`config.mk`:
```
export PLATFORM = sky130hd
export DESIGN_NAME = alu_seq
export DESIGN_NICKNAME = d
export VERILOG_FILES = /design/src/rtl/alu_pkg.sv /design/src/rtl/alu_iter_muldiv.sv /design/src/rtl/alu_seq.sv
export SDC_FILE = /design/constraint.sdc
export NUM_CORES = 1
export LEC_CHECK = 0
export BUFFER_PORTS_ARGS = -buffer_cell sky130_fd_sc_hd__clkbuf_2
export CAP_MARGIN = 5
export CORE_UTILIZATION = 45
export CTS_BUF_LIST = sky130_fd_sc_hd__clkbuf_4 sky130_fd_sc_hd__clkbuf_8 sky130_fd_sc_hd__clkbuf_16
export DETAILED_ROUTE_END_ITERATION = 12
export PLACE_DENSITY = 0.64
export SLEW_MARGIN = 20
export SYNTH_ARGS = -nofsm -noshare
export SYNTH_HDL_FRONTEND = slang
export SYNTH_SLANG_ARGS = --single-unit
```
`constraint.sdc`:
```
create_clock -name clk -period 7.9 [get_ports clk]
set_input_delay 1.185 -clock clk [delete_from_list [all_inputs] [get_ports clk]]
set_output_delay 1.185 -clock clk [all_outputs]
set_load 0.05 [all_outputs]
```
`src/rtl/alu_pkg.sv`:
```
// Shared opcode map, FSM encoding and small flag helpers for the sequenced ALU.
package alu_pkg;

    localparam logic [3:0] ALU_ADD = 4'h0;
    localparam logic [3:0] ALU_SUB = 4'h1;
    localparam logic [3:0] ALU_INC = 4'h2;
    localparam logic [3:0] ALU_DEC = 4'h3;
    localparam logic [3:0] ALU_AND = 4'h4;
    localparam logic [3:0] ALU_XOR = 4'h5;
    localparam logic [3:0] ALU_OR  = 4'h6;
    localparam logic [3:0] ALU_NOP = 4'h7;
    localparam logic [3:0] ALU_ADC = 4'h8;
    localparam logic [3:0] ALU_SBB = 4'h9;
    localparam logic [3:0] ALU_SHL = 4'hA;
    localparam logic [3:0] ALU_SHR = 4'hB;
    localparam logic [3:0] ALU_MUL = 4'hC;
    localparam logic [3:0] ALU_DIV = 4'hD;

    typedef enum logic [1:0] {
        ST_IDLE = 2'd0,
        ST_BUSY = 2'd1,
        ST_DONE = 2'd2
    } alu_state_e;

    function automatic logic is_multicycle(input logic [3:0] op);
        return (op == ALU_MUL) || (op == ALU_DIV);
    endfunction

    // Signed overflow from sign bits only; carry/borrow-in does not change the rule.
    function automatic logic add_ovf(input logic a_msb, input logic b_msb, input logic r_msb);
        return (a_msb == b_msb) && (r_msb != a_msb);
    endfunction

    function automatic logic sub_ovf(input logic a_msb, input logic b_msb, input logic r_msb);
        return (a_msb != b_msb) && (r_msb != a_msb);
    endfunction

endpackage

```
`src/rtl/alu_iter_muldiv.sv`:
```
// Iterative one-bit-per-cycle engine: shift-add multiply and restoring divide.
module alu_iter_muldiv
    import alu_pkg::*;
#(
    parameter int N = 8
) (
    input  logic         clk,
    input  logic         rst,
    input  logic         start_i,
    input  logic         div_i,
    input  logic [N-1:0] a_i,
    input  logic [N-1:0] b_i,
    output logic         done_o,
    output logic [N-1:0] hi_o,
    output logic [N-1:0] lo_o
);
    localparam int CW = $clog2(N + 1);

    logic [N-1:0]  hi_q, lo_q, m_q;
    logic          div_q, active_q;
    logic [CW-1:0] cnt_q;
    logic [N:0]    mul_sum_s, div_sh_s, div_diff_s;
    logic [N-1:0]  hi_nx_s, lo_nx_s;

    assign mul_sum_s  = {1'b0, hi_q} + (lo_q[0] ? {1'b0, m_q} : {(N+1){1'b0}});
    assign div_sh_s   = {hi_q, lo_q[N-1]};
    assign div_diff_s = div_sh_s - {1'b0, m_q};

    // One iteration step; outputs expose the post-step value so the final step lands directly in the result.
    always_comb begin
        if (div_q) begin
            if (!div_diff_s[N]) begin
                hi_nx_s = div_diff_s[N-1:0];
                lo_nx_s = {lo_q[N-2:0], 1'b1};
            end else begin
                hi_nx_s = div_sh_s[N-1:0];
                lo_nx_s = {lo_q[N-2:0], 1'b0};
            end
        end else begin
            hi_nx_s = mul_sum_s[N:1];
            lo_nx_s = {mul_sum_s[0], lo_q[N-1:1]};
        end
    end

    assign done_o = active_q && (cnt_q == CW'(1));
    assign hi_o   = hi_nx_s;
    assign lo_o   = lo_nx_s;

    // Operand load on start, then N iteration steps.
    always_ff @(posedge clk or posedge rst) begin
        if (rst) begin
            hi_q     <= '0;
            lo_q     <= '0;
            m_q      <= '0;
            div_q    <= 1'b0;
            active_q <= 1'b0;
            cnt_q    <= '0;
        end else if (start_i) begin
            hi_q     <= '0;
            lo_q     <= div_i ? a_i : b_i;
            m_q      <= div_i ? b_i : a_i;
            div_q    <= div_i;
            active_q <= 1'b1;
            cnt_q    <= CW'(N);
        end else if (active_q) begin
            hi_q     <= hi_nx_s;
            lo_q     <= lo_nx_s;
            cnt_q    <= cnt_q - CW'(1);
            active_q <= (cnt_q != CW'(1));
        end else begin
            cnt_q    <= cnt_q;
        end
    end

endmodule

```
`src/rtl/alu_seq.sv`:
```
// N-bit ALU behind a valid/ready handshake; single-cycle ops and flags here, MUL/DIV in the iterative engine.
module alu_seq
    import alu_pkg::*;
#(
    parameter int N      = 8,
    parameter bit MUL_EN = 1'b1,
    parameter bit DIV_EN = 1'b1
) (
    input  logic         clk,
    input  logic         rst,
    input  logic         in_valid,
    output logic         in_ready,
    input  logic [N-1:0] a_in,
    input  logic [N-1:0] b_in,
    input  logic [3:0]   alu_op,
    output logic         out_valid,
    input  logic         out_ready,
    output logic [N-1:0] result,
    output logic [N-1:0] result_hi,
    output logic         carry_flag,
    output logic         zero_flag,
    output logic         neg_flag,
    output logic         ovf_flag
);
    alu_state_e   state_q, state_d;
    logic [N-1:0] result_q, result_d, result_hi_q, result_hi_d;
    logic         c_q, c_d, z_q, z_d, n_q, n_d, v_q, v_d;
    logic         op_div_q;
    logic         accept_s, mc_op_s, start_mc_s, mc_done_s, zn_upd_s;
    logic [N-1:0] eng_hi_s, eng_lo_s;
    logic [N:0]   sum_s, diff_s, inc_s, dec_s;

    // Divide by zero is handled as a one-cycle op, so it never starts the engine.
    assign mc_op_s    = is_multicycle(alu_op) &&
                        ((alu_op == ALU_MUL) ? MUL_EN : (DIV_EN && (b_in != '0)));
    assign accept_s   = in_valid && in_ready;
    assign start_mc_s = accept_s && mc_op_s;

    assign sum_s  = {1'b0, a_in} + {1'b0, b_in} + {{N{1'b0}}, (alu_op == ALU_ADC) & c_q};
    assign diff_s = {1'b0, a_in} - {1'b0, b_in} - {{N{1'b0}}, (alu_op == ALU_SBB) & c_q};
    assign inc_s  = {1'b0, a_in} + {{N{1'b0}}, 1'b1};
    assign dec_s  = {1'b0, a_in} - {{N{1'b0}}, 1'b1};

    alu_iter_muldiv #(.N(N)) u_muldiv (
        .clk     (clk),
        .rst     (rst),
        .start_i (start_mc_s),
        .div_i   (alu_op == ALU_DIV),
        .a_i     (a_in),
        .b_i     (b_in),
        .done_o  (mc_done_s),
        .hi_o    (eng_hi_s),
        .lo_o    (eng_lo_s)
    );

    // State register.
    always_ff @(posedge clk or posedge rst) begin
        if (rst) begin
            state_q <= ST_IDLE;
        end else begin
            state_q <= state_d;
        end
    end

    // Next-state logic; DONE with out_ready can accept the next op in the same cycle.
    always_comb begin
        state_d = state_q;
        case (state_q)
            ST_IDLE: begin
                if (accept_s) state_d = mc_op_s ? ST_BUSY : ST_DONE;
                else          state_d = ST_IDLE;
            end
            ST_BUSY: begin
                if (mc_done_s) state_d = ST_DONE;
                else           state_d = ST_BUSY;
            end
            ST_DONE: begin
                if (accept_s)       state_d = mc_op_s ? ST_BUSY : ST_DONE;
                else if (out_ready) state_d = ST_IDLE;
                else                state_d = ST_DONE;
            end
            default: state_d = ST_IDLE;
        endcase
    end

    // Handshake outputs decoded from state.
    always_comb begin
        case (state_q)
            ST_IDLE: begin in_ready = 1'b1;      out_valid = 1'b0; end
            ST_DONE: begin in_ready = out_ready; out_valid = 1'b1; end
            default: begin in_ready = 1'b0;      out_valid = 1'b0; end
        endcase
    end

    // Result and flags change only on entry to DONE; NOP and disabled ops keep all four flags.
    always_comb begin
        result_d    = result_q;
        result_hi_d = result_hi_q;
        c_d         = c_q;
        z_d         = z_q;
        n_d         = n_q;
        v_d         = v_q;
        zn_upd_s    = 1'b0;
        if (accept_s && !mc_op_s) begin
            result_hi_d = '0;
            zn_upd_s    = 1'b1;
            case (alu_op)
                ALU_ADD, ALU_ADC: begin
                    result_d = sum_s[N-1:0]; c_d = sum_s[N];
                    v_d = add_ovf(a_in[N-1], b_in[N-1], sum_s[N-1]);
                end
                ALU_SUB, ALU_SBB: begin
                    result_d = diff_s[N-1:0]; c_d = diff_s[N];
                    v_d = sub_ovf(a_in[N-1], b_in[N-1], diff_s[N-1]);
                end
                ALU_INC: begin
                    result_d = inc_s[N-1:0]; c_d = inc_s[N];
                    v_d = add_ovf(a_in[N-1], 1'b0, inc_s[N-1]);
                end
                ALU_DEC: begin
                    result_d = dec_s[N-1:0]; c_d = dec_s[N];
                    v_d = sub_ovf(a_in[N-1], 1'b0, dec_s[N-1]);
                end
                ALU_AND: begin result_d = a_in & b_in; c_d = 1'b0; v_d = 1'b0; end
                ALU_XOR: begin result_d = a_in ^ b_in; c_d = 1'b0; v_d = 1'b0; end
                ALU_OR:  begin result_d = a_in | b_in; c_d = 1'b0; v_d = 1'b0; end
                ALU_SHL: begin
                    result_d = {a_in[N-2:0], 1'b0}; c_d = a_in[N-1];
                    v_d = a_in[N-1] ^ a_in[N-2];
                end
                ALU_SHR: begin result_d = {1'b0, a_in[N-1:1]}; c_d = a_in[0]; v_d = 1'b0; end
                ALU_DIV: begin
                    if (DIV_EN) begin
                        result_d = '1; result_hi_d = a_in; c_d = 1'b0; v_d = 1'b1;
                    end else begin
                        result_d = a_in; zn_upd_s = 1'b0;
                    end
                end
                default: begin result_d = a_in; zn_upd_s = 1'b0; end
            endcase
            if (zn_upd_s) begin
                z_d = (result_d == '0);
                n_d = result_d[N-1];
            end else begin
                z_d = z_q;
                n_d = n_q;
            end
        end else if ((state_q == ST_BUSY) && mc_done_s) begin
            result_d    = eng_lo_s;
            result_hi_d = eng_hi_s;
            c_d         = op_div_q ? 1'b0 : (eng_hi_s != '0);
            v_d         = op_div_q ? 1'b0 : (eng_hi_s != '0);
            z_d         = (eng_lo_s == '0);
            n_d         = eng_lo_s[N-1];
        end else begin
            result_d    = result_q;
        end
    end

    // Result/flag registers and captured MUL/DIV selector.
    always_ff @(posedge clk or posedge rst) begin
        if (rst) begin
            result_q    <= '0;
            result_hi_q <= '0;
            c_q         <= 1'b0;
            z_q         <= 1'b0;
            n_q         <= 1'b0;
            v_q         <= 1'b0;
            op_div_q    <= 1'b0;
        end else begin
            result_q    <= result_d;
            result_hi_q <= result_hi_d;
            c_q         <= c_d;
            z_q         <= z_d;
            n_q         <= n_d;
            v_q         <= v_d;
            op_div_q    <= start_mc_s ? (alu_op == ALU_DIV) : op_div_q;
        end
    end

    assign result     = result_q;
    assign result_hi  = result_hi_q;
    assign carry_flag = c_q;
    assign zero_flag  = z_q;
    assign neg_flag   = n_q;
    assign ovf_flag   = v_q;

endmodule

```
==> flow_summary.yaml <==
finish:
  area_growth_pct: 7.767
  final_util: 0.4980
  diodes: 0
  mostFrequentLayoutCell: "nor2_1"
  mostFrequentLayoutCells: "67 x nor2_1, 66 x o21ai_0, 63 x nand2_1"
  postLayoutCellArea_mm2: 0.006007
  fin_nets: 809
  stdcell_count: 894
  drive_gt1_frac: 0.1047
route:
  vias: 5647
  drc_errors: 0
  antenna_left: 0
  dr.pass1.iters: 6
  first_iter_violations: 485
  wl_mm: 18.34
  drt-wirelength-per-cell_um: 20.52
  viasPerCell: 6.317
global_route:
  grt_use_total: 0.2961
  grt_pass1_vias: 5405
  grt_max_degree: 53
  grt.overflow.total: 0
  antenna_found_initial: 0
  grt_first_pass_wirelength_mm: 29.47
die:
  ios: 46
  dieArea_mm2: 0.01284
  die_w_um: 113.3
  core_mm2: 0.01206
  die_h_um: 113.3
  rows: 40
  start_util: 0.4621
place:
  dp_hpwl_mm: 14.04
  placed_area_mm2: 0.005856
  place_inst: 886
  globalplace.congestion: 1.006
  dp_slack_ns: 3.211
  portBuffers: 45
power_and_ir_drop:
  internal_power_mw: 0.9394
  seqPwrFrac: 0.242
  share_comb_of_total_power: 0.637
  power_density_mw_per_mm2: 313.8
  clockPowerShare: 0.122
  p_leak_nw: 2.632
  switching_share: 0.5017
  ir_worst_vdd_mv: 0.1441
  power.net_switching_mw: 0.9456
  power_mw: 1.885
logic_synthesis:
  synth_warnings: 0
  ys_dominant_reg_cell: "dfrtp_1"
  seq_area_frac_synth: 0.2334
  avgSynthCellArea_um2: 7.840
  syn_nets: 795
  ys_types: 78
  synth-edff-count: 0
  yosys_register_bits: 52
  syn_area_mm2: 0.005574
  synthCells: 711
  async_flop_share: 1.000
cts:
  cts_buffers: 5
  cts-root-buf: "clkbuf_16"
  clock_sinks: 52
  cts_hold_buf: 0
  cts_tree: "done"
  htreeDepth: 2
  cts_max_path_buffers: 2
  ctsResizeCount: 0
  path_clk_slew_ns: 0.08
  cts_setup_buffers: 0
  clock_latency_ns: 0.31
timing:
  finalMaxSlewViolations: 0
  rsz0062_at_grt: "no"
  setup_viol: 0
  holdWs_ns: 0.5189
  relSlewSlack: 0.3018
  worst_pin_slew_ns: 1.044
  hold_viol: 0
  fmax_mhz: 226.0
  worst_slack_ns: 3.476
  skew_ns: 0.009145
  tns_ns: 0
  layout_min_cycle_time_ns: 4.424
  fin_crit_sh: 0.5601
status:
  outcome: "completed"
min_path:
  hold_path.class: "reg2reg"
critical_path:
  critPathArrivalTime_ns: 4.66
  setup.worst_path.start_class: "input pin"
  crit_fanout: 34
  critical_path_class: "in2reg"
  worst_setup_path_end_kind: "flip-flop"
  worstPathRequired_ns: 8.14
run:
  drv_cap: 0
## power by group through the flow
| stage | clock [mW] | sequential [mW] | combinational [mW] |
|---|---|---|---|
| 6_report | 0.229 | 0.455 | 1.20 |
| 3_5_place_dp | 0 | 0.459 | 1.18 |
| 3_3_place_gp | 0 | 0.453 | 1.16 |
| 4_1_cts | 0.234 | 0.454 | 1.19 |
| 5_1_grt | 0.244 | 0.467 | 1.32 |
| 2_1_floorplan | 0 | 0.484 | 0.845 |
## path summary, 6_finish.rpt
path | startpoint | endpoint | slack [ns] | cells past startpoint
worst max-delay path | alu_op[1] | zero_flag | 3.48 | 13
worst min-delay path | result_hi[7] | result_hi[7] | 0.52 | 2
worst max register to register | u_muldiv.lo_q[7] | carry_flag | 4.11 | 12
worst min register to register | result_hi[7] | result_hi[7] | 0.52 | 2
max in group asynchronous | rst | u_muldiv.hi_q[1] | 6.34 | 2
min in group asynchronous | rst | u_muldiv.cnt_q[1] | 1.02 | 2
## layout make-up
cell class                      instances  area, um2
Fill cell                            1203       6055
Inverter                               43      162.7
Timing Repair Buffer                   48      247.7
Tap cell                              168      210.2
Clock inverter                          3      25.02
Multi-Input combinational cell        575       3935
Clock buffer                            5      125.1
Sequential cell                        52       1301
## state kept, by name (all words and copies together), names as in the netlist, 2 cells and up
register and cells:
u_muldiv.hi_q 8, result 8, u_muldiv.cnt_q 4, u_muldiv.lo_q 8, result_hi 8, state_q 2
u_muldiv.m_q 8
## critical path, stage by stage
cell       delay [ns]
clkbuf_2         0.40
nor2_1           0.26
nand4_1          0.14
fa_1             0.47
fa_1             0.43
or2_2            0.32
a21oi_1          0.17
xor2_1           0.19
o22ai_1          0.13
or3_1            0.36
a2bb2oi_1        0.25
and3_1           0.21
a31o_1           0.14
## layer usage
metal | share of wire | routed length (um) | track usage | vias up
li1 | - | - | - | 2642
met4 | 0.040 | 738 | 0.1316 | 2
met5 | 0.0035 | 64 | 0.03922 | -
met3 | 0.076 | 1401 | 0.04606 | 47
met2 | 0.44 | 8141 | 0.4519 | 254
met1 | 0.44 | 7996 | 0.4094 | 2702
## synthesized netlist by cell type (15+ instances only)
library cell  number  area share
nor3_1            18       0.016
a21oi_1           41       0.037
dfrtp_1           52        0.23
nor2_1            67       0.045
nand3_1           15       0.013
nand2_1           63       0.042
clkbuf_1          26       0.018
o21ai_0           66       0.059
inv_1             43       0.029
ha_1              54        0.12
## cells by family after synthesis
family | synth area share
simple gates | 0.2036
xor+xnor | 0.03614
fa+ha+maj | 0.1428
compound gates | 0.2882
buf+inv | 0.06060
mux | 0.03524
flops | 0.2334
Note: power is estimated with default switching activity, not from simulation.
